## config.mk

```make
export PLATFORM = sky130hd
export DESIGN_NAME = fetch
export DESIGN_NICKNAME = d
export VERILOG_FILES = /design/src/rtl/fetch.sv
export SDC_FILE = /design/constraint.sdc
export NUM_CORES = 1
export LEC_CHECK = 0
export BUFFER_PORTS_ARGS = -buffer_cell sky130_fd_sc_hd__buf_2
export CORE_MARGIN = 2
export CORE_UTILIZATION = 50
export DETAILED_ROUTE_END_ITERATION = 12
export PLACE_DENSITY_LB_ADDON = 0.2
export SLEW_MARGIN = 20
export SYNTH_ARGS = -nofsm -noshare
export SYNTH_HDL_FRONTEND = slang
export SYNTH_SLANG_ARGS = --single-unit
```

## constraint.sdc

```tcl
create_clock -name i_clk -period 3.05 [get_ports i_clk]
set_input_delay 0.61 -clock i_clk [delete_from_list [all_inputs] [get_ports i_clk]]
set_output_delay 0.61 -clock i_clk [all_outputs]
set_load 0.02 [all_outputs]
```

## src/rtl/fetch.sv

```systemverilog
// rtl/fetch.sv - instruction fetch stage: sequential requests, prefetch FIFO, redirect flush
// Optional FETCH_ALIGN_CHECK_EN: misaligned redirect halts fetch and emits one fault entry.
module fetch #(
    parameter logic [31:0] RESET_PC   = 32'h0000_0000,
    parameter int          FIFO_DEPTH = 2
) (
    input  logic        i_clk,
    input  logic        i_rst_n,
    output logic        o_imem_req_valid,
    input  logic        i_imem_req_ready,
    output logic [31:0] o_imem_addr,
    input  logic        i_imem_rsp_valid,
    input  logic [31:0] i_imem_rsp_data,
    input  logic        i_imem_rsp_err,
    input  logic        i_redirect,
    input  logic [31:0] i_redirect_pc,
    output logic        o_valid,
    input  logic        i_ready,
    output logic [31:0] o_instr,
    output logic [31:0] o_pc,
    output logic        o_fault
);
    localparam int AW = (FIFO_DEPTH > 1) ? $clog2(FIFO_DEPTH) : 1;
    localparam int CW = AW + 1;
    localparam int SW = CW + 1;
    localparam logic [SW-1:0] L_DEPTH = SW'(FIFO_DEPTH);

`ifdef FETCH_ALIGN_CHECK_EN
    typedef enum logic [1:0] { BOOT = 2'd0, RUN = 2'd1, HALT = 2'd2 } state_t;
`else
    typedef enum logic [1:0] { BOOT = 2'd0, RUN = 2'd1 } state_t;
`endif

    state_t        r_state;
    logic [31:0]   r_fetch_pc;
    logic [CW-1:0] r_out_cnt;
    logic [CW-1:0] r_disc_cnt;
    logic [CW-1:0] r_f_cnt;
    logic [AW-1:0] r_pq_wr;
    logic [AW-1:0] r_pq_rd;
    logic [AW-1:0] r_f_wr;
    logic [AW-1:0] r_f_rd;
    logic [31:0]   r_pq      [FIFO_DEPTH];
    logic [31:0]   r_f_instr [FIFO_DEPTH];
    logic [31:0]   r_f_pc    [FIFO_DEPTH];
    logic          r_f_fault [FIFO_DEPTH];

    logic          w_credit;
    logic          w_accept;
    logic          w_rsp_keep;
    logic          w_pop;
    logic          w_push;
    logic [CW-1:0] w_out_next;
    logic [31:0]   w_push_instr;
    logic [31:0]   w_push_pc;
    logic          w_push_fault;

    // Outstanding plus buffered never exceeds the FIFO, so every response has a slot.
    assign w_credit         = ({1'b0, r_out_cnt} + {1'b0, r_f_cnt}) < L_DEPTH;
    assign o_imem_req_valid = (r_state == RUN) & ~i_redirect & w_credit;
    assign o_imem_addr      = r_fetch_pc;
    assign w_accept         = o_imem_req_valid & i_imem_req_ready;
    assign w_out_next       = r_out_cnt + CW'(w_accept) - CW'(i_imem_rsp_valid);
    assign w_rsp_keep       = i_imem_rsp_valid & (r_disc_cnt == '0) & ~i_redirect;
    assign o_valid          = (r_f_cnt != '0);
    assign w_pop            = o_valid & i_ready & ~i_redirect;
    assign o_instr          = r_f_instr[r_f_rd];
    assign o_pc             = r_f_pc[r_f_rd];
    assign o_fault          = r_f_fault[r_f_rd];

`ifdef FETCH_ALIGN_CHECK_EN
    logic        r_halt_pend;
    logic [31:0] r_halt_pc;
    logic        w_misalign;
    logic        w_halt_push;

    assign w_misalign   = (i_redirect_pc[1:0] != 2'b00);
    assign w_halt_push  = r_halt_pend & (r_f_cnt == '0) & ~i_redirect & ~w_rsp_keep;
    assign w_push       = w_rsp_keep | w_halt_push;
    assign w_push_instr = w_halt_push ? 32'h0000_0013 : i_imem_rsp_data;
    assign w_push_pc    = w_halt_push ? r_halt_pc : r_pq[r_pq_rd];
    assign w_push_fault = w_halt_push | i_imem_rsp_err;
`else
    assign w_push       = w_rsp_keep;
    assign w_push_instr = i_imem_rsp_data;
    assign w_push_pc    = r_pq[r_pq_rd];
    assign w_push_fault = i_imem_rsp_err;
`endif

    always_ff @(posedge i_clk or negedge i_rst_n) begin
        if (!i_rst_n) begin
            r_state    <= BOOT;
            r_fetch_pc <= RESET_PC;
            r_out_cnt  <= '0;
            r_disc_cnt <= '0;
            r_f_cnt    <= '0;
            r_pq_wr    <= '0;
            r_pq_rd    <= '0;
            r_f_wr     <= '0;
            r_f_rd     <= '0;
            for (int i = 0; i < FIFO_DEPTH; i++) begin
                r_pq[i]      <= '0;
                r_f_instr[i] <= '0;
                r_f_pc[i]    <= '0;
                r_f_fault[i] <= 1'b0;
            end
`ifdef FETCH_ALIGN_CHECK_EN
            r_halt_pend <= 1'b0;
            r_halt_pc   <= '0;
`endif
        end else begin
            if (r_state == BOOT) begin
                r_state <= RUN;
            end
            if (w_accept) begin
                r_fetch_pc    <= r_fetch_pc + 32'd4;
                r_pq[r_pq_wr] <= r_fetch_pc;
                r_pq_wr       <= r_pq_wr + 1'b1;
            end
            // The pending-PC queue drains with every response, stale or not.
            if (i_imem_rsp_valid) begin
                r_pq_rd <= r_pq_rd + 1'b1;
            end
            r_out_cnt <= w_out_next;
            if (i_redirect) begin
                r_fetch_pc <= i_redirect_pc & 32'hFFFF_FFFC;
                r_disc_cnt <= w_out_next;
                r_f_cnt    <= '0;
                r_f_wr     <= '0;
                r_f_rd     <= '0;
`ifdef FETCH_ALIGN_CHECK_EN
                r_halt_pc   <= i_redirect_pc;
                r_halt_pend <= w_misalign;
                r_state     <= w_misalign ? HALT : RUN;
`endif
            end else begin
                if (i_imem_rsp_valid && (r_disc_cnt != '0)) begin
                    r_disc_cnt <= r_disc_cnt - 1'b1;
                end
                if (w_push) begin
                    r_f_instr[r_f_wr] <= w_push_instr;
                    r_f_pc[r_f_wr]    <= w_push_pc;
                    r_f_fault[r_f_wr] <= w_push_fault;
                    r_f_wr            <= r_f_wr + 1'b1;
                end
                if (w_pop) begin
                    r_f_rd <= r_f_rd + 1'b1;
                end
                r_f_cnt <= r_f_cnt + CW'(w_push) - CW'(w_pop);
`ifdef FETCH_ALIGN_CHECK_EN
                if (w_halt_push) begin
                    r_halt_pend <= 1'b0;
                end
`endif
            end
        end
    end
endmodule

```

[Word-level counts from Yosys, hierarchy flattened]
Cells that the tools add are included.
Word-level totals
  RAM bits: 0
  memories kept: 0
  latch bits: 0
  logic and storage cells: 90
  memory bits (read-only): 0
  bits in registers: 237
Operators by class
  multipliers: 0
  bitwise gates (word level): 12
  equal/unequal tests: 0
  $lt $le $gt $ge: 7
  add/sub/neg operators: 11
  shift operators: 0
  reduce and logical (&&, ||, !) cells: 12
  mux-type cells: 31
  divide/modulo/power cells: 0
Operators by type and width (count)
  two-way mux 32 bit: 13
  bitwise mux 64 bit: 3
  demux 32 bit (select 1 bit): 2
  adder 32 x 3 -> 32 bit (second input constant): 1
  nonzero test 2 bit: 6
  >= comparator 2 bit (second input constant): 4
  two-way mux 1 bit: 8
  inverter 1 -> 2 bit: 4
  bitwise AND 1 bit: 7
  two-way mux 2 bit: 3
  adder 1 bit (second input constant): 4
  adder 2 x 1 -> 2 bit: 2
  zero test 2 bit: 2
  less-than comparator 2 x 1 -> 1 bit (second input constant): 2
  subtractor 2 x 1 -> 2 bit: 2
  adder 2 x 2 -> 3 bit: 1
  logical AND 1 bit: 3
  less-than comparator 3 x 2 -> 1 bit (second input constant): 1
  bitwise mux 2 bit: 1
  AND reduction 2 bit: 1
  subtractor 2 x 1 -> 2 bit (second input constant): 1
  demux 1 bit (select 1 bit): 1
  inverter 1 bit: 1

[Logic depth before layout (Yosys ltp)]
  word-level depth: 7
  mapped depth: 11
  gate-level depth less buffers: 11

[Worst setup path before layout]
Ideal clock, no wire load.
  path type: reg-to-reg
  start: register r_f_cnt[0]
  end: register r_fetch_pc[29] (netlist: o_imem_addr[29])
  clock period less this slack: 2474 ps
  library setup time: 82 ps
  data arrival time: 2392 ps
  buffers on the path: 0
  cell stages (with the launch flop): 7
  setup slack: 576 ps
  required time: 2968 ps
  cell sequence: dfrtp_1 -> and2_1 -> fa_1 -> nand4bb_4 -> or4_4 -> or4_1 -> a31oi_1
Between the ends
  word-level cells in the longest chain between the ends: 5
RTL lines
  start: declaration: line 38  | logic [CW-1:0] r_f_cnt;
  start signal: assignment: line 149  | r_f_cnt <= r_f_cnt + CW'(w_push) - CW'(w_pop);
  adder 2 x 2 -> 3 bit: line 59  | assign w_credit = ({1'b0, r_out_cnt} + {1'b0, r_f_cnt}) < L_DEPTH;
  less-than comparator 3 x 2 -> 1 bit: line 59
  bitwise AND 1 bit: line 60  | assign o_imem_req_valid = (r_state == RUN) & ~i_redirect & w_credit;
  bitwise AND 1 bit: line 62  | assign w_accept = o_imem_req_valid & i_imem_req_ready;
  nonzero test 2 bit (no source line)
  end signal: assignment: line 116  | r_fetch_pc <= r_fetch_pc + 32'd4;
  end signal: assignment: line 126  | r_fetch_pc <= i_redirect_pc & 32'hFFFF_FFFC;
  end: declaration: line 35  | logic [31:0] r_fetch_pc;
No other way between the ends.
A chain may end at the register's enable or synchronous reset.

[Final worst setup path]
  start: register r_f_cnt[0]
  end: output port o_imem_req_valid
Between the ends
  word-level cells in the longest chain between the ends: 3
RTL lines
  adder 2 x 2 -> 3 bit: line 59
  less-than comparator 3 x 2 -> 1 bit: line 59
  bitwise AND 1 bit: line 60
  end: declaration: line 9  | output logic o_imem_req_valid,
No other way between the ends.

==> flow_metrics.tcl <==
set metrics [dict create \
    status "complete, no violations" \
    die-area_mm2 0.0216 \
    drt-total-wl_mm 22.0 \
    synth_cell_type_count 46 \
    powerDensity_mw_per_mm2 1010 \
    dr.pass1.iters 4 \
    netlist_area_mm2 0.0102 \
    holdCritPathClass "in -> async" \
    root_buffer "clkbuf_16" \
    place_ws_ns 0.384 \
    cts_max_level 1 \
    clockBufferDepth 3 \
    cts_tree "built" \
    num_antenna_cells 0 \
    hold_viol 0 \
    drc 0 \
    cts_buffers 25 \
    wl_per_cell_um 17.3 \
    worst_pin_slew_ns 0.561 \
    cts_hold_buf 0 \
    numPortBuffers 163 \
    antenna_found_initial 0 \
    cts_setup_buffers 0 \
    synth_seq_cells 227 \
    grt_max_degree 94 \
    die_w_um 147 \
    max_clock_freq_mhz 366 \
    drive_above_1_share 0.416 \
    gr-total-overflow 0 \
    clock-sinks 227 \
    grt_pass1_wl_mm 36.4 \
    path_clk_slew_ns 0.06 \
    critPathKind "reg -> out" \
    power_mw 12.3 \
    synth_area_per_cell_um2 12.2 \
    power.leakage_nw 5.54 \
    setup_violations 0 \
    fin_crit_sh 0.895 \
    synth-seq-area-share 0.556 \
    gp_congestion 0.801 \
    area_delta_synth_final_pct 19.3 \
    core_mm2 0.0202 \
    rsz0062_at_grt "false" \
    worstPathArrival_ns 2.12 \
    endpoint_kind "output port" \
    start_util 0.507 \
    nNetsFinal 1067 \
    yosysWarnings 0 \
    finalSetupTns_ns 0 \
    critPathRequiredTime_ns 2.44 \
    maxSlewViolCount 0 \
    via_count 6925 \
    relSlewSlack 0.626 \
    period_needed_ns 2.73 \
    dieHeight_um 147 \
    grt_pass1_vias 6981 \
    post-route-util 0.604 \
    clock_latency_ns 0.51 \
    cts-resized-gates 0 \
    rows 52 \
    grt_use_total 0.207 \
    critPathLaunchType "flop" \
    synthArstFlopShare 1.00 \
    ir_drop_v 0.000524 \
    setup_slack_ns 0.319 \
    syn_inst 838 \
    drv_cap 0 \
    io_pins 170 \
    drtIter0Drc 339 \
    worst-path-max-fanout 3 \
    dp.final_hpwl_mm 14.3 \
    synthFlopType "dfrtp_1" \
    synth_edf_count 0 \
    antenna_left 0 \
    viasPerCell 5.43 \
    fin_skew_ns 0.0115 \
]
state kept, by name, summed over array words and instances (netlist names):
name,cells
r_pq,60
r_pq_wr,1
r_f_rd,1
r_f_pc,60
r_pq_rd,1
o_imem_addr,30
r_out_cnt,2
r_f_instr,64
r_f_wr,1
r_disc_cnt,2
r_state,1
r_f_cnt,2
r_f_fault,2
path summary, 6_finish.rpt:
path / from / to / slack, ns / cells past startpoint
setup / recovery: r_f_cnt[0]$_DFF_PN0_ / o_imem_req_valid / 0.32 / 4
hold / removal: i_rst_n / r_f_instr[5]$_DFFE_PN0P_ / 0.05 / 1
setup reg to reg: r_f_cnt[0]$_DFF_PN0_ / o_imem_addr[29]$_DFFE_PN0P_ / 0.39 / 6
hold reg to reg: r_f_pc[10]$_DFFE_PN0P_ / r_f_pc[10]$_DFFE_PN0P_ / 0.47 / 2
max in group asynchronous: i_rst_n / r_f_pc[52]$_DFFE_PN0P_ / 2.14 / 2
min in group i_clk: i_redirect_pc[6] / o_imem_addr[6]$_DFFE_PN0P_ / 0.31 / 3
worst max-delay path, stage by stage, from the launching register on:
cell     delay [ns]
dfrtp_1        0.38
and2_1         0.18
fa_1           0.47
nor4b_1        0.35
buf_2          0.23
synthesized netlist by cell type, drive strengths merged, types with 10 or more instances:
master / instances / area share
a21oi: 31 / 0.015
a31oi: 18 / 0.011
buf: 29 / 0.015
clkbuf: 29 / 0.011
dfrtp: 227 / 0.56
mux2: 186 / 0.20
mux2i: 31 / 0.030
nand2: 58 / 0.021
nand3: 12 / 0.0064
nand4: 13 / 0.0086
nor2: 56 / 0.021
o21ai: 54 / 0.026
o31ai: 10 / 0.0073
or3: 10 / 0.0062
or4: 12 / 0.0095
xnor2: 11 / 0.0094
routing by layer:
metal	part of all wire	global-route usage
met5	0	0
met2	0.47	0.343
met1	0.45	0.291
met4	0.015	0.0452
met3	0.061	0.0342
logic make-up after synthesis:
| logic type | after synthesis | synth area share |
|---|---|---|
| XOR/XNOR | 19 | 0.0163 |
| AND/OR/NAND/NOR | 184 | 0.0911 |
| flip-flops | 227 | 0.556 |
| AO/OA/AOI/OAI | 115 | 0.0616 |
| adder cells (fa/ha/maj) | 7 | 0.00930 |
| buffers and inverters | 67 | 0.0299 |
| multiplexers | 217 | 0.235 |
| other | 2 | 0.000735 |
report_power, final:
group          internal [mW]  total [mW]  switching [mW]
sequential              4.28        5.01           0.735
clock                   1.92        3.08            1.15
combinational           2.06        4.24            2.18
layout by cell type, fill, tap and decap left out, types with 2 or more instances in the layout:
cell type / count
o21ai_0: 54
mux2i_1: 31
or2_2: 2
nand3_1: 11
a21oi_1: 31
or4_4: 2
nand2_1: 58
nor2_1: 54
xnor2_1: 11
buf_12: 6
dfrtp_2: 2
clkbuf_16: 25
xor2_1: 8
bufinv_16: 3
nor4_1: 3
mux2_2: 186
nor2b_1: 2
ha_1: 6
nand4_1: 12
buf_2: 162
and2_1: 2
or4_1: 10
o31ai_1: 10
inv_1: 8
clkbuf_1: 5
dfrtp_1: 225
a31oi_1: 18
nor3_1: 2
clkbuf_8: 7
clkinv_2: 2
and4_1: 4
or3_1: 9
buf_4: 11
conb_1: 5
cell type report:
cell class	count	area, µm²
Tap cell	270	338
Timing Repair Buffer	180	1030
Sequential cell	227	5680
Clock buffer	37	741
Fill cell	1648	7980
Clock inverter	7	116
Multi-Input combinational cell	547	4260
Inverter	8	30.0
through the flow:
step	hold WS (ns)	cell area, µm²	std cells
final	0.0536	12200	1276
after global routing	0.0849	12200	1276
after CTS	0.0602	12200	1276
after detailed placement	0.465	11300	1232
after global placement	0.455	11300	1232
after floorplan	0.314	10200	841
Note: power is estimated with default switching activity, not from simulation.
